$ cat config.mk
export PLATFORM = sky130hd
export DESIGN_NAME = muldiv_unit_flat
export DESIGN_NICKNAME = d
export VERILOG_FILES = /design/src/rtl/muldiv_if.sv /design/src/rtl/muldiv_unit.sv /design/src/flat_wrapper.sv
export SDC_FILE = /design/constraint.sdc
export NUM_CORES = 1
export LEC_CHECK = 0
export BUFFER_PORTS_ARGS = -buffer_cell sky130_fd_sc_hd__clkbuf_2
export CAP_MARGIN = 30
export CORE_UTILIZATION = 56
export CTS_CLUSTER_DIAMETER = 120
export DETAILED_ROUTE_END_ITERATION = 12
export PLACE_DENSITY = 0.79
export SYNTH_ARGS = -nofsm -noshare
export SYNTH_HDL_FRONTEND = slang
export SYNTH_SLANG_ARGS = --single-unit
$ cat constraint.sdc
create_clock -name clk -period 4.8 [get_ports clk]
set_input_delay 0.96 -clock clk [delete_from_list [all_inputs] [get_ports clk]]
set_output_delay 0.96 -clock clk [all_outputs]
set_load 0.01 [all_outputs]
$ cat src/rtl/muldiv_if.sv
// Multiply/divide unit handshake bundle: request side plus HI/LO result side.
interface muldiv_if;
    localparam int unsigned W = 32;

    logic         start;
    logic [1:0]   op;
    logic [W-1:0] a;
    logic [W-1:0] b;
    logic         mthi;
    logic         mtlo;
    logic         busy;
    logic         done;
    logic [W-1:0] hi;
    logic [W-1:0] lo;

    modport master (
        output start, op, a, b, mthi, mtlo,
        input  busy, done, hi, lo
    );

    modport slave (
        input  start, op, a, b, mthi, mtlo,
        output busy, done, hi, lo
    );
endinterface

$ cat src/rtl/muldiv_unit.sv
// Iterative 32-bit multiply/divide unit with HI/LO result registers.
// One iteration per cycle for 32 cycles; signed ops run on magnitudes
// and the signs are restored when HI/LO are written.
module muldiv_unit (
    input  logic     clk,
    input  logic     reset,
    muldiv_if.slave  bus
);
    localparam int unsigned W  = 32;
    localparam int unsigned CW = 5;

    typedef enum logic {IDLE, RUN} state_t;

    state_t         state;
    logic [CW-1:0]  cnt;
    logic           is_div;
    logic           neg_q;
    logic           neg_r;
    logic [W-1:0]   w_hi;
    logic [W-1:0]   w_lo;
    logic [W-1:0]   w_b;

    logic           op_signed;
    logic           sign_a;
    logic           sign_b;
    logic [W-1:0]   mag_a;
    logic [W-1:0]   mag_b;
    logic [W:0]     sum;
    logic [W:0]     rem_cat;
    logic           ge;
    logic [W-1:0]   step_hi;
    logic [W-1:0]   step_lo;
    logic [2*W-1:0] prod;
    logic [2*W-1:0] prod_fix;
    logic [W-1:0]   quo_fix;
    logic [W-1:0]   rem_fix;

    // Operand magnitudes, one iteration step, and sign-corrected final results.
    always_comb begin
        op_signed = ~bus.op[0];
        sign_a    = op_signed & bus.a[W-1];
        sign_b    = op_signed & bus.b[W-1];
        mag_a     = sign_a ? W'(-bus.a) : bus.a;
        mag_b     = sign_b ? W'(-bus.b) : bus.b;

        sum     = {1'b0, w_hi} + (w_lo[0] ? {1'b0, w_b} : (W+1)'(0));
        rem_cat = {w_hi, w_lo[W-1]};
        ge      = rem_cat >= {1'b0, w_b};

        step_hi = sum[W:1];
        step_lo = {sum[0], w_lo[W-1:1]};
        if (is_div) begin
            // Restoring divide: partial remainder always fits 32 bits after the step
            step_hi = ge ? (rem_cat[W-1:0] - w_b) : rem_cat[W-1:0];
            step_lo = {w_lo[W-2:0], ge};
        end

        prod     = {step_hi, step_lo};
        prod_fix = neg_q ? (2*W)'(-prod) : prod;
        quo_fix  = neg_q ? W'(-step_lo) : step_lo;
        rem_fix  = neg_r ? W'(-step_hi) : step_hi;
    end

    // Control FSM, iteration registers and HI/LO write-back.
    always_ff @(posedge clk) begin
        if (reset) begin
            state    <= IDLE;
            cnt      <= '0;
            is_div   <= 1'b0;
            neg_q    <= 1'b0;
            neg_r    <= 1'b0;
            w_hi     <= '0;
            w_lo     <= '0;
            w_b      <= '0;
            bus.busy <= 1'b0;
            bus.done <= 1'b0;
            bus.hi   <= '0;
            bus.lo   <= '0;
        end else begin
            bus.done <= 1'b0;
            case (state)
                IDLE: begin
                    if (bus.start) begin
                        is_div   <= bus.op[1];
                        w_hi     <= '0;
                        w_lo     <= bus.op[1] ? mag_a : mag_b;
                        w_b      <= bus.op[1] ? mag_b : mag_a;
                        // Divide by zero keeps an all-ones quotient regardless of sign
                        neg_q    <= bus.op[1] ? ((sign_a ^ sign_b) & (bus.b != '0))
                                              : (sign_a ^ sign_b);
                        neg_r    <= sign_a;
                        cnt      <= '0;
                        bus.busy <= 1'b1;
                        state    <= RUN;
                    end else begin
                        if (bus.mthi) bus.hi <= bus.a;
                        if (bus.mtlo) bus.lo <= bus.a;
                    end
                end
                RUN: begin
                    w_hi <= step_hi;
                    w_lo <= step_lo;
                    cnt  <= cnt + CW'(1);
                    if (cnt == CW'(W-1)) begin
                        if (is_div) begin
                            bus.hi <= rem_fix;
                            bus.lo <= quo_fix;
                        end else begin
                            bus.hi <= prod_fix[2*W-1:W];
                            bus.lo <= prod_fix[W-1:0];
                        end
                        bus.busy <= 1'b0;
                        bus.done <= 1'b1;
                        state    <= IDLE;
                    end
                end
                default: state <= IDLE;
            endcase
        end
    end
endmodule

$ cat src/flat_wrapper.sv
// flat-port wrapper written by rule: the top's interface ports become plain ports
module muldiv_unit_flat 
  (clk, reset, bus_start, bus_op, bus_a, bus_b, bus_mthi, bus_mtlo, bus_busy, bus_done, bus_hi, bus_lo);
  muldiv_if bus_i ();
  input  logic clk;
  input  logic reset;
  input wire logic [$bits(bus_i.start)-1:0] bus_start;
  input wire logic [$bits(bus_i.op)-1:0] bus_op;
  input wire logic [$bits(bus_i.a)-1:0] bus_a;
  input wire logic [$bits(bus_i.b)-1:0] bus_b;
  input wire logic [$bits(bus_i.mthi)-1:0] bus_mthi;
  input wire logic [$bits(bus_i.mtlo)-1:0] bus_mtlo;
  output wire logic [$bits(bus_i.busy)-1:0] bus_busy;
  output wire logic [$bits(bus_i.done)-1:0] bus_done;
  output wire logic [$bits(bus_i.hi)-1:0] bus_hi;
  output wire logic [$bits(bus_i.lo)-1:0] bus_lo;
  assign bus_i.start = bus_start;
  assign bus_i.op = bus_op;
  assign bus_i.a = bus_a;
  assign bus_i.b = bus_b;
  assign bus_i.mthi = bus_mthi;
  assign bus_i.mtlo = bus_mtlo;
  assign bus_busy = bus_i.busy;
  assign bus_done = bus_i.done;
  assign bus_hi = bus_i.hi;
  assign bus_lo = bus_i.lo;
  muldiv_unit u_core (.clk(clk), .reset(reset), .bus(bus_i));
endmodule
# After elaboration in Yosys (flattened, before gate mapping)
# Index checks and enable logic that the tools add are counted.
# word_totals
out_inout_bits	66
wordCells	74
regBits	171
in_bits	71
# classes
n_reduce_logical	6
add_sub_neg	8
mux	35
eq_ne	6
n_lt_le_gt_ge	1
bitwise	6
# ops
operator	n
2-to-1 mux 32 bit	20
case mux 32 bit (2 select lines)	4
negator 32 bit	4
2-to-1 mux 64 bit	1
negator 64 bit	1
adder 32 x 33 -> 33 bit	1
>= comparator 33 x 32 -> 1 bit	1
nonzero test 32 bit	1
subtractor 32 bit	1
inequality test 2 bit (second input constant)	5
case mux 5 bit (2 select lines)	1
2-to-1 mux 1 bit	6
AND reduction 3 bit	2
adder 5 x 1 -> 5 bit (second input constant)	1
equality test 5 bit (second input constant)	1
2-to-1 mux 5 bit	1
case mux 1 bit (2 select lines)	2
AND reduction 2 bit	2
bitwise AND 1 bit	3
NOT 1 bit	2
OR reduction 2 bit	1
bitwise XOR 1 bit	1

# Longest topological paths before layout
# depth
word_depth	8
mapped_depth	22
ltp_nobuf	20

# Worst setup path before layout
# Ideal clock, no wire load.
# synth_path
kind	register to register
from	register u_core.is_div
to	register u_core.bus.hi[30]
t_required_ns	4.697
setup_slack_ns	0.072
setup_ns	0.103
arrival_time_ns	4.625
stages_incl_launch_ff	21
path_buffers	8
period_less_slack_ns	4.728
cell_sequence	dfxtp_1 -> clkbuf_1 -> buf_2 -> buf_2 -> buf_2 -> buf_2 -> clkbuf_1 -> buf_1 -> mux2i_1 -> ha_1 -> o21ai_0 -> nor3_1 -> nand3_1 -> nor2_1 -> nand3b_1 -> and2_1 -> clkbuf_1 -> nor3_1 -> a41oi_1 -> xnor2_1 -> a2111oi_2
# synth_between
elab_chain_len	6
word_cells_on_any_way	9
cone_classes	add/sub: 2; mux: 7
# synth_rtl
element	line	source
start: declaration	muldiv_unit.sv:16	logic is_div;
start signal: assignment	muldiv_unit.sv:84	is_div <= bus.op[1];
2-to-1 mux 32 bit	muldiv_unit.sv:52	if (is_div) begin
negator 64 bit or negator 32 bit (tied branches)	muldiv_unit.sv:59, muldiv_unit.sv:61	
2-to-1 mux 64 bit or 2-to-1 mux 32 bit (tied branches)	muldiv_unit.sv:59, muldiv_unit.sv:61	
2-to-1 mux 32 bit (*)	muldiv_unit.sv:105	if (is_div) begin
2-to-1 mux 32 bit (*)	muldiv_unit.sv:104	if (cnt == CW'(W-1)) begin
case mux 32 bit (2 select lines) (*)	muldiv_unit.sv:81	case (state)
end signal: assignment	muldiv_unit.sv:96	if (bus.mthi) bus.hi <= bus.a;
end signal: assignment	muldiv_unit.sv:106	bus.hi <= rem_fix;
end signal: assignment	muldiv_unit.sv:109	bus.hi <= prod_fix[2*W-1:W];
end: declaration	muldiv_if.sv:23	output busy, done, hi, lo
# Mark *: on every way between the ends. The rest lies on a longest branch, timed or not. The select of a mux whose other input is x is not followed.
# A chain may end at the register's enable or synchronous reset.

# Worst setup path after layout
# layout_path
from	register u_core.w_lo[0]
to	register u_core.bus.hi[15]
# layout_between
elab_chain_len	8
word_cells_on_any_way	11
cone_classes	add/sub: 3; mux: 8
# layout_rtl
element	line	source
start: declaration	muldiv_unit.sv:20	logic [W-1:0] w_lo;
start signal: assignment	muldiv_unit.sv:86	w_lo <= bus.op[1] ? mag_a : mag_b;
start signal: assignment	muldiv_unit.sv:102	w_lo <= step_lo;
2-to-1 mux 32 bit	muldiv_unit.sv:46	sum = {1'b0, w_hi} + (w_lo[0] ? {1'b0, w_b} : (W+1)'(0));
adder 32 x 33 -> 33 bit	muldiv_unit.sv:46	
2-to-1 mux 32 bit	muldiv_unit.sv:52	
negator 64 bit or negator 32 bit (tied branches)	muldiv_unit.sv:59, muldiv_unit.sv:61	
2-to-1 mux 64 bit or 2-to-1 mux 32 bit (tied branches)	muldiv_unit.sv:59, muldiv_unit.sv:61	
2-to-1 mux 32 bit (*)	muldiv_unit.sv:105	
2-to-1 mux 32 bit (*)	muldiv_unit.sv:104	
case mux 32 bit (2 select lines) (*)	muldiv_unit.sv:81	
# Marked as above.

==> run metrics <==
clock buffer depth 2; PnR Total Power 4.826 mW; P_leak 7.201 nW; die span in x 168.5 µm; outcome finished, final reports clean; Vert. Die Dim between 150 and 200 µm; Filler Cells Inserted about 2400; post-synth top area cell dfxtp_1; post-route ant nets 0; Worst R2R End u_core.bus.hi[15]$_SDFFE_PP0P_; HPWL after detailed placement 47600 µm; share of layout cells above drive strength 1 between 10% and 20%; grt ovf 0; CP bufs+invs 4; Clock Sinks between 150 and 200; Post-Syn Instances 2128; vias in the first global route approximately 16000; GP Congestion 1.025; CP Cell Sequence and2_1, ha_1, inv_1, fa_1, nand2b_1, a21oi_1, o21ai_1, o31ai_1, buf_4, xnor2_1, o22ai_1, a2111oi_2, buf_4, nand4_2, o31ai_1, xor2_1, a2111oi_2, buf_4, a31o_1; unrepaired setup endpoints after global routing true; Seq cells post-synth 171; top-area cell type share of the netlist area around 22%; family with the most delay on the worst path compound AO/OA/AOI/OAI gates; Worst EP required roughly 5.2 ns; crit path DAT 5.13 ns; Slew headroom 36.25%; final setup fails 0; I/O Pins 137; post-synth cell types 102; Worst R2R Start u_core.w_lo[0]$_SDFFE_PP0P_; Max Slew Vio Count 0; Starting Density 57.29%; Worst Hold Endpoint u_core.w_b[27]$_SDFFE_PP0P_; cell with the most instances after synthesis nor2_1; Netlist Area Pre-Place around 16000 µm²; R2R depth 19; number of H-tree levels 4; global-route usage over all layers around 43%; Worst Skew 0.01642 ns; Cell Rows 60; most frequent cell on the critical path buf_4; initial DRC count 2579; Peak Freq 210.8 MHz; drt pass-1 iters 8; measured slew at the worst slew-check pin 0.9539 ns; largest cells by area after synthesis dfxtp_1 (22%), nor2_1 (6.5%), a211oi_1 (6.3%), ha_1 (5.6%), a21oi_1 (5.4%); Setup crit start kind register; part of the cycle the worst path needs 98.83%; Routed wire per std cell 23.43 µm; CP max stage cell a2111oi_2; minimum clock period approximately 4.7 ns; CTS buffer count 17; fraction of registers with async set/reset 0%; Syn Area/Cell 7.297 µm²; clock transition at the registers of the reported paths 0.08 ns; Die ar. 28400 µm²; kind of critical path reg -> reg; CP max stage delay 0.52 ns; via count 17934; root buffer selected by CTS clkbuf_16; Pwr Density 269.7 nW/µm²; CTS tree built; EDFF count, synth 0; Core Area 27100 µm²; pin count of the biggest net entering global routing 123; vias per cell 6.732; initial antenna violation count 1; max cap viols 0; P&R area growth vs syn 15.24%; latest clock arrival within the worst-skew pair 0.45 ns; drt drc 0; first-pass GRT wire length between 90000 and 100000 µm; Hold Fails Final Rpt 0; hold_sp u_core.w_b[27]$_SDFFE_PP0P_; Layout Nets 2421; hold path depth 2; setup TNS 0 ns; CP Capture Type register; Synth Flop Type dfxtp_1; worst vdd ir 240.2 µV; synth warn 0; Total Wirelength 62430 µm; post-synth net total 2271; flop2flop setup slack 0.06 ns; most common library cells after synthesis nor2_1 (270), nand2_1 (213), dfxtp_1 (171), a21oi_1 (166), a211oi_1 (130); CP Max Fanout 5; port bufs 136; class of the worst hold path reg -> reg; sequential fraction of the synthesis area 22.05%
-- routing by layer --
layer,global-route usage (%),routed length [µm],vias to the layer above
li1,-,-,8130
met1,58.09,25090,8393
met2,64.73,26580,1216
met3,10.45,7673,193
met4,20.24,3059,2
met5,0,17,-
-- tightest hold or removal path: stages, from the launching register on --
cell,delay (ns)
dfxtp_1,0.31
nand2_1,0.05
a21oi_1,0.05
-- flip-flops by register name (all words and copies together) (netlist names) --
register,flops
u_core.bus.hi,32
u_core.bus.lo,32
u_core.w_b,32
u_core.w_hi,32
u_core.w_lo,32
u_core.cnt,5
u_core.bus.busy,1
u_core.bus.done,1
u_core.is_div,1
u_core.neg_q,1
u_core.neg_r,1
u_core.state,1
-- stage by stage --
| step | std cells | worst slack [ns] | hold slack (ns) | util (%) | instance area [µm²] |
|---|---|---|---|---|---|
| after floorplan | 2128 | 0.07181 | 0.4319 | - | 15530 |
| after global placement | 2627 | 0.009448 | 0.4396 | 63.31 | 17160 |
| after global routing | 2663 | -0.01856 | 0.4684 | 66.02 | 17890 |
| after detailed placement | 2629 | -0.02801 | 0.4449 | 63.48 | 17200 |
| after CTS | 2661 | 0.005870 | 0.4542 | 65.50 | 17750 |
| final | 2664 | 0.05618 | 0.4533 | 66.02 | 17890 |
-- final cells by class --
class                   count  area [µm²]  area share (%)
diodes                      1       2.502         0.01399
flip-flops and latches    171        3431           19.17
multi-input cells        1741       11390           63.65
clock buffers              19       432.9           2.419
inverters                  71       266.5           1.489
clock inverters            13       111.4          0.6223
well taps                 372       465.4           2.601
repair buffers            276        1795           10.03
-- kinds of logic (layout without fill, tap and decap cells) --
logic type | after synthesis | in the layout | share of synthesized area (%)
fa+ha+maj | 72 | 72 | 5.898
compound gates | 700 | 700 | 31.02
simple gates | 754 | 754 | 22.80
other cells | 0 | 1 | 0
xor+xnor | 147 | 147 | 8.292
buf+inv | 216 | 379 | 5.479
flops | 171 | 171 | 22.05
mux | 68 | 68 | 4.464
-- cells in the final DEF (no fill, tap or decap), drive strengths merged, types with 7 or more instances in the layout --
cell type,n
xnor2,73
nor2b,29
nand2,213
nand2b,18
o41ai,12
o211ai,26
nor4,24
a22oi,25
a21oi,167
nand3,32
mux2,10
nor2,270
and2,8
a21boi,9
nand4,16
a21o,21
ha,70
o21ai,115
mux2i,58
xor2,74
inv,76
or4,13
clkbuf,154
a311oi,20
o31ai,20
buf,141
and3,18
dfxtp,171
o21bai,11
o21a,19
or3,17
a2111oi,7
o22ai,11
a31oi,31
a221oi,12
nor3,61
a211oi,133
-- power breakdown --
group | switching (mW) | leakage, nW | internal [mW]
clock | 0.672 | 0.250 | 0.675
combinational | 1.18 | 5.55 | 0.701
sequential | 0.0950 | 1.40 | 1.51
total | 1.94 | 7.20 | 2.88
-- how the worst max path moves through the flow --
stage,from,to,cells past startpoint
5_1_grt,u_core.w_b[16]$_SDFFE_PP0P_,u_core.bus.hi[22]$_SDFFE_PP0P_,19
3_5_place_dp,u_core.w_lo[0]$_SDFFE_PP0P_,u_core.bus.hi[15]$_SDFFE_PP0P_,19
2_1_floorplan,u_core.is_div$_SDFFE_PP0P_,u_core.bus.hi[30]$_SDFFE_PP0P_,20
4_1_cts,u_core.w_lo[0]$_SDFFE_PP0P_,u_core.bus.hi[15]$_SDFFE_PP0P_,19
6_report,u_core.w_lo[0]$_SDFFE_PP0P_,u_core.bus.hi[15]$_SDFFE_PP0P_,19
3_3_place_gp,u_core.w_lo[0]$_SDFFE_PP0P_,u_core.bus.hi[15]$_SDFFE_PP0P_,19
-- repair_timing --
item,in CTS,in global routing
gates resized for setup,2,34
pin swaps,0,4
setup endpoints to repair,1,19
hold buffers,0,0
buffers inserted,0,2
No activity file was read; power rests on OpenSTA's default activity.
